--- config.mk ---
export PLATFORM = sky130hd
export DESIGN_NAME = fp_alu_host_seq
export DESIGN_NICKNAME = d
export VERILOG_FILES = /design/src/rtl/fp_alu_host_seq.sv
export SDC_FILE = /design/constraint.sdc
export NUM_CORES = 1
export LEC_CHECK = 0
export BUFFER_PORTS_ARGS = -buffer_cell sky130_fd_sc_hd__buf_2
export CAP_MARGIN = 40
export CORE_UTILIZATION = 40
export CTS_BUF_LIST = sky130_fd_sc_hd__clkbuf_2 sky130_fd_sc_hd__clkbuf_4 sky130_fd_sc_hd__clkbuf_8
export CTS_CLUSTER_SIZE = 24
export DETAILED_ROUTE_END_ITERATION = 8
export SLEW_MARGIN = 10
export SYNTH_ARGS = -nofsm -noshare
export SYNTH_HDL_FRONTEND = slang
export SYNTH_SLANG_ARGS = --single-unit
export TNS_END_PERCENT = 10
--- constraint.sdc ---
create_clock -name clk -period 5.5 [get_ports clk]
set_input_delay 1.1 -clock clk [delete_from_list [all_inputs] [get_ports clk]]
set_output_delay 1.1 -clock clk [all_outputs]
set_load 0.02 [all_outputs]
--- src/rtl/fp_alu_host_seq.sv ---
// Host-side sequencer: frames {hdr, a, b} as 9 bytes toward an FP ALU, collects a 4-byte result.
// Optional RECV watchdog enabled by defining FP_ALU_HOST_SEQ_TIMEOUT_EN.
module fp_alu_host_seq #(
    parameter int TIMEOUT_CYCLES = 255
) (
    input  logic        clk,
    input  logic        rst,
    input  logic        start,
    input  logic [1:0]  op,
    input  logic [31:0] a,
    input  logic [31:0] b,
    output logic [7:0]  tx_data,
    output logic        tx_valid,
    input  logic        tx_ready,
    input  logic [7:0]  rx_data,
    input  logic        rx_valid,
    output logic        busy,
    output logic        done,
    output logic        err,
    output logic [31:0] result
);

    typedef enum logic [1:0] {IDLE, SEND, RECV, DONE} state_t;

    state_t      state, state_nxt;
    logic [1:0]  op_q;
    logic [31:0] a_q, b_q, cap;
    logic [3:0]  idx;
    logic        tx_fire, rx_fire, last_tx, last_rx, timeout;

    if (TIMEOUT_CYCLES < 1 || TIMEOUT_CYCLES > 255) begin : g_bad_timeout
        $error("TIMEOUT_CYCLES must be in 1..255");
    end

    assign tx_valid = (state == SEND);
    assign busy     = (state != IDLE);
    assign done     = (state == DONE);
    assign tx_fire  = tx_valid && tx_ready;
    assign rx_fire  = (state == RECV) && rx_valid;
    assign last_tx  = (idx == 4'd8);
    assign last_rx  = (idx == 4'd3);

`ifdef FP_ALU_HOST_SEQ_TIMEOUT_EN
    logic [7:0] wdog;

    // Fires on the silent cycle whose increment would reach the limit.
    assign timeout = (state == RECV) && !rx_valid &&
                     (wdog + 8'd1 == 8'(TIMEOUT_CYCLES));

    always_ff @(posedge clk or posedge rst) begin
        if (rst)
            wdog <= '0;
        else if (state != RECV || rx_valid || timeout)
            wdog <= '0;
        else
            wdog <= wdog + 8'd1;
    end
`else
    assign timeout = 1'b0;
`endif

    assign err = timeout;

    always_comb begin
        tx_data = '0;
        if (state == SEND) begin
            case (idx)
                4'd0:    tx_data = {6'b101000, op_q};
                4'd1:    tx_data = a_q[31:24];
                4'd2:    tx_data = a_q[23:16];
                4'd3:    tx_data = a_q[15:8];
                4'd4:    tx_data = a_q[7:0];
                4'd5:    tx_data = b_q[31:24];
                4'd6:    tx_data = b_q[23:16];
                4'd7:    tx_data = b_q[15:8];
                4'd8:    tx_data = b_q[7:0];
                default: tx_data = '0;
            endcase
        end
    end

    always_comb begin
        state_nxt = state;
        case (state)
            IDLE:    if (start) state_nxt = SEND;
            SEND:    if (tx_fire && last_tx) state_nxt = RECV;
            RECV: begin
                if (timeout)                state_nxt = IDLE;
                else if (rx_fire && last_rx) state_nxt = DONE;
            end
            DONE:    state_nxt = IDLE;
            default: state_nxt = IDLE;
        endcase
    end

    always_ff @(posedge clk or posedge rst) begin
        if (rst) state <= IDLE;
        else     state <= state_nxt;
    end

    always_ff @(posedge clk or posedge rst) begin
        if (rst) begin
            op_q   <= '0;
            a_q    <= '0;
            b_q    <= '0;
            idx    <= '0;
            cap    <= '0;
            result <= '0;
        end else begin
            case (state)
                IDLE: if (start) begin
                    op_q <= op;
                    a_q  <= a;
                    b_q  <= b;
                    idx  <= '0;
                end
                SEND: if (tx_fire) idx <= last_tx ? 4'd0 : idx + 4'd1;
                RECV: if (rx_fire) begin
                    cap <= {cap[23:0], rx_data};
                    idx <= last_rx ? 4'd0 : idx + 4'd1;
                end
                DONE: result <= cap;
                default: ;
            endcase
        end
    end

endmodule
==> results_dict.tcl <==
set metrics [dict create \
    status "finished, final reports clean" \
    synth_edf_count 0 \
    antenna_found_initial 0 \
    crit_path_start_kind "register" \
    fin_setup_tns_ps 0 \
    viasPerCell 5.09 \
    die_y_microns 123 \
    cp_common_cell "inv_1" \
    cts-root-buf "clkbuf_8" \
    ir_drop_mv 0.286 \
    clock_skew_ps 11.1 \
    ios 123 \
    layoutNonFillerInstCount 721 \
    synth-async-reset-ratio_pct 100 \
    ys_ff_latch 136 \
    critPathCaptureType "output pin" \
    grt_pass1_vias 3754 \
    ctsHoldBuffers 0 \
    syn-instance-count 407 \
    crit_arrival_ps 2610 \
    cts_setup_buffers 0 \
    routed_wl_microns 12500 \
    hold_viol_final 0 \
    synth_cell_types 48 \
    h-tree-depth 4 \
    vias 3670 \
    syn_area_sq_um 5880 \
    gp_congestion 0.842 \
    cp.required_ps 4400 \
    cts_buffers 17 \
    crit_type "register to output pin" \
    antenna_cells 0 \
    avgSynthCellArea_sq_um 14.4 \
    setup_viol 0 \
    grt_pass1_wl_microns 20000 \
    rsz0062_at_grt "no" \
    cts.sinks 136 \
    finalNetCount 616 \
    rows 43 \
    clk_pin_slew_ps 80 \
    ant_nets 0 \
    grt-ovfl-total 0 \
    clock_latency_ps 440 \
    dr.pass1.iters 5 \
    first_iter_violations 154 \
    fin_crit_sh_pct 67.5 \
    grt_max_degree 67 \
    area_growth_pct 20.4 \
    tightest_slew_ps 866 \
    cp_max_fo 15 \
    wire_per_inst_microns 17.3 \
    fp.dieW_microns 123 \
    core_sq_um 14100 \
    leakagePower_nw 3.26 \
    port_buffers 121 \
    period_minus_slack_ps 3710 \
    dp_hpwl_microns 8780 \
    post_cts_resized 0 \
    start_util_pct 41.7 \
    synth_area_leaders "dfrtp_1 58%, mux2_2 25%, ha_1 1.9%" \
    grt_usage_pct 17.6 \
    yosysTopAreaCellShare_pct 57.9 \
    slew_headroom_pct 42.3 \
    ys.flop_type "dfrtp_1" \
    yosysWarnings 0 \
    worstPathCellList "inv_1 > ha_1 > inv_1 > o21ai_1 > nand3_2 > o32ai_1 > buf_2" \
    nFillCells 1268 \
    multi_input_area_sq_um 2300 \
    max_stage_delay_ps 540 \
    fmax_mhz 270 \
    yosysSeqAreaShare_pct 57.9 \
    synthesis.nets 495 \
    cts_buffer_depth 2 \
    dp.cells 689 \
    synth.largest_area_cell "dfrtp_1" \
    hp-class "register to register" \
    power_density_nw_per_um2 598 \
    drc 0 \
    cts_tree "done" \
    final_max_slew_viol_count 0 \
    die_area_sq_um 15200 \
    crit_path_top_delay_cell "ha_1" \
    max-cap-violations 0 \
    register_area_sq_um 3400 \
    drive_gt1_share_pct 54.5 \
]
==> layout make-up <==
class / count / share of cell area, %
inverter: 12 / 0.707
timing repair buffer: 127 / 9.76
clock inverter: 11 / 1.91
sequential: 136 / 48.1
tap: 180 / 3.18
multi-input combinational: 234 / 32.5
clock buffer: 21 / 3.91
==> sequential cells by signal (all words and copies together) (netlist names) <==
name / cells
result: 32
idx: 4
op_q: 2
state: 2
b_q: 32
cap: 32
a_q: 32
==> cells in the final DEF (no fill, tap or decap), types with 4 or more instances in the layout <==
cell,synthesis,layout
inv_6,0,6
nand2_1,5,4
buf_4,2,4
mux2_2,129,129
a21oi_1,7,7
nor2_1,4,4
a222oi_1,4,4
a22o_1,7,7
buf_2,18,121
nand2b_1,5,5
a22oi_1,10,10
ha_1,9,9
inv_1,11,10
o21ai_1,4,4
mux2_1,8,8
clkbuf_8,0,19
mux2i_1,5,5
dfrtp_1,136,136
==> worst paths after layout <==
check                                            start                endpoint  depth (start not counted)  slack [ps]
worst max-delay path                idx[0]$_DFFE_PP0P_              tx_data[0]                          7        1790
worst min-delay path            result[24]$_DFFE_PP0P_  result[24]$_DFFE_PP0P_                          1         490
worst max register to register      idx[0]$_DFFE_PP0P_    state[1]$_DFFE_PP0P_                          6        3400
worst min register to register  result[24]$_DFFE_PP0P_  result[24]$_DFFE_PP0P_                          1         490
max in group asynchronous                          rst     b_q[30]$_DFFE_PP0P_                          4        3680
min in group asynchronous                          rst      a_q[3]$_DFFE_PP0P_                          2         650
==> metal layers <==
layer	GRT usage (%)	vias up	part of all wire (%)	wire, microns
met5	0	-	0	0
met4	5.72	0	1.3	166
met3	5.07	12	4.4	550
met2	25.0	76	44	5480
met1	25.6	1844	50	6290
li1	-	1738	-	-
==> cell families after synthesis <==
logic type / share of synthesized area, %
compound gates: 6.75
fa+ha+maj: 1.92
buf+inv: 3.06
flops: 57.9
mux: 27.3
other cells: 0.0638
simple gates: 2.98
==> critical path, delay by kind of cell (launching register included) <==
kind / cells / cell delay [ps]
and+or+nand+nor: 1 / 180
DFF: 1 / 440
AOI/OAI and AO/OA: 2 / 540
buffers and inverters: 3 / 460
adders and majority gates: 1 / 540
==> cells in the mapped netlist (3+ instances only) <==
master / number
a21oi_1: 7
a221oi_1: 3
a222oi_1: 4
a22o_1: 7
a22oi_1: 10
buf_2: 18
dfrtp_1: 136
ha_1: 9
inv_1: 11
mux2_1: 8
mux2_2: 129
mux2i_1: 5
nand2_1: 5
nand2b_1: 5
nor2_1: 4
o21ai_1: 4
o22ai_1: 3
==> power by group <==
group          internal, mW  switching (mW)
Clock                 0.445           0.404
Sequential             1.50           0.305
Combinational         0.819           0.755
==> per-stage QoR <==
step           hold slack [ps]  instance area (sq um)  utilization, %  total power, mW  worst slack [ps]
3_3_place_gp               469                   6610            46.9             3.35              2290
4_1_cts                    496                   7080            50.2             4.29              1750
2_1_floorplan              459                   5880               -             2.94               761
6_report                   492                   7080            50.2             4.23              1790
5_1_grt                    515                   7080            50.2             4.52              1540
3_5_place_dp               478                   6670            47.3             3.42              2280
No activity file was read; power rests on OpenSTA's default activity.
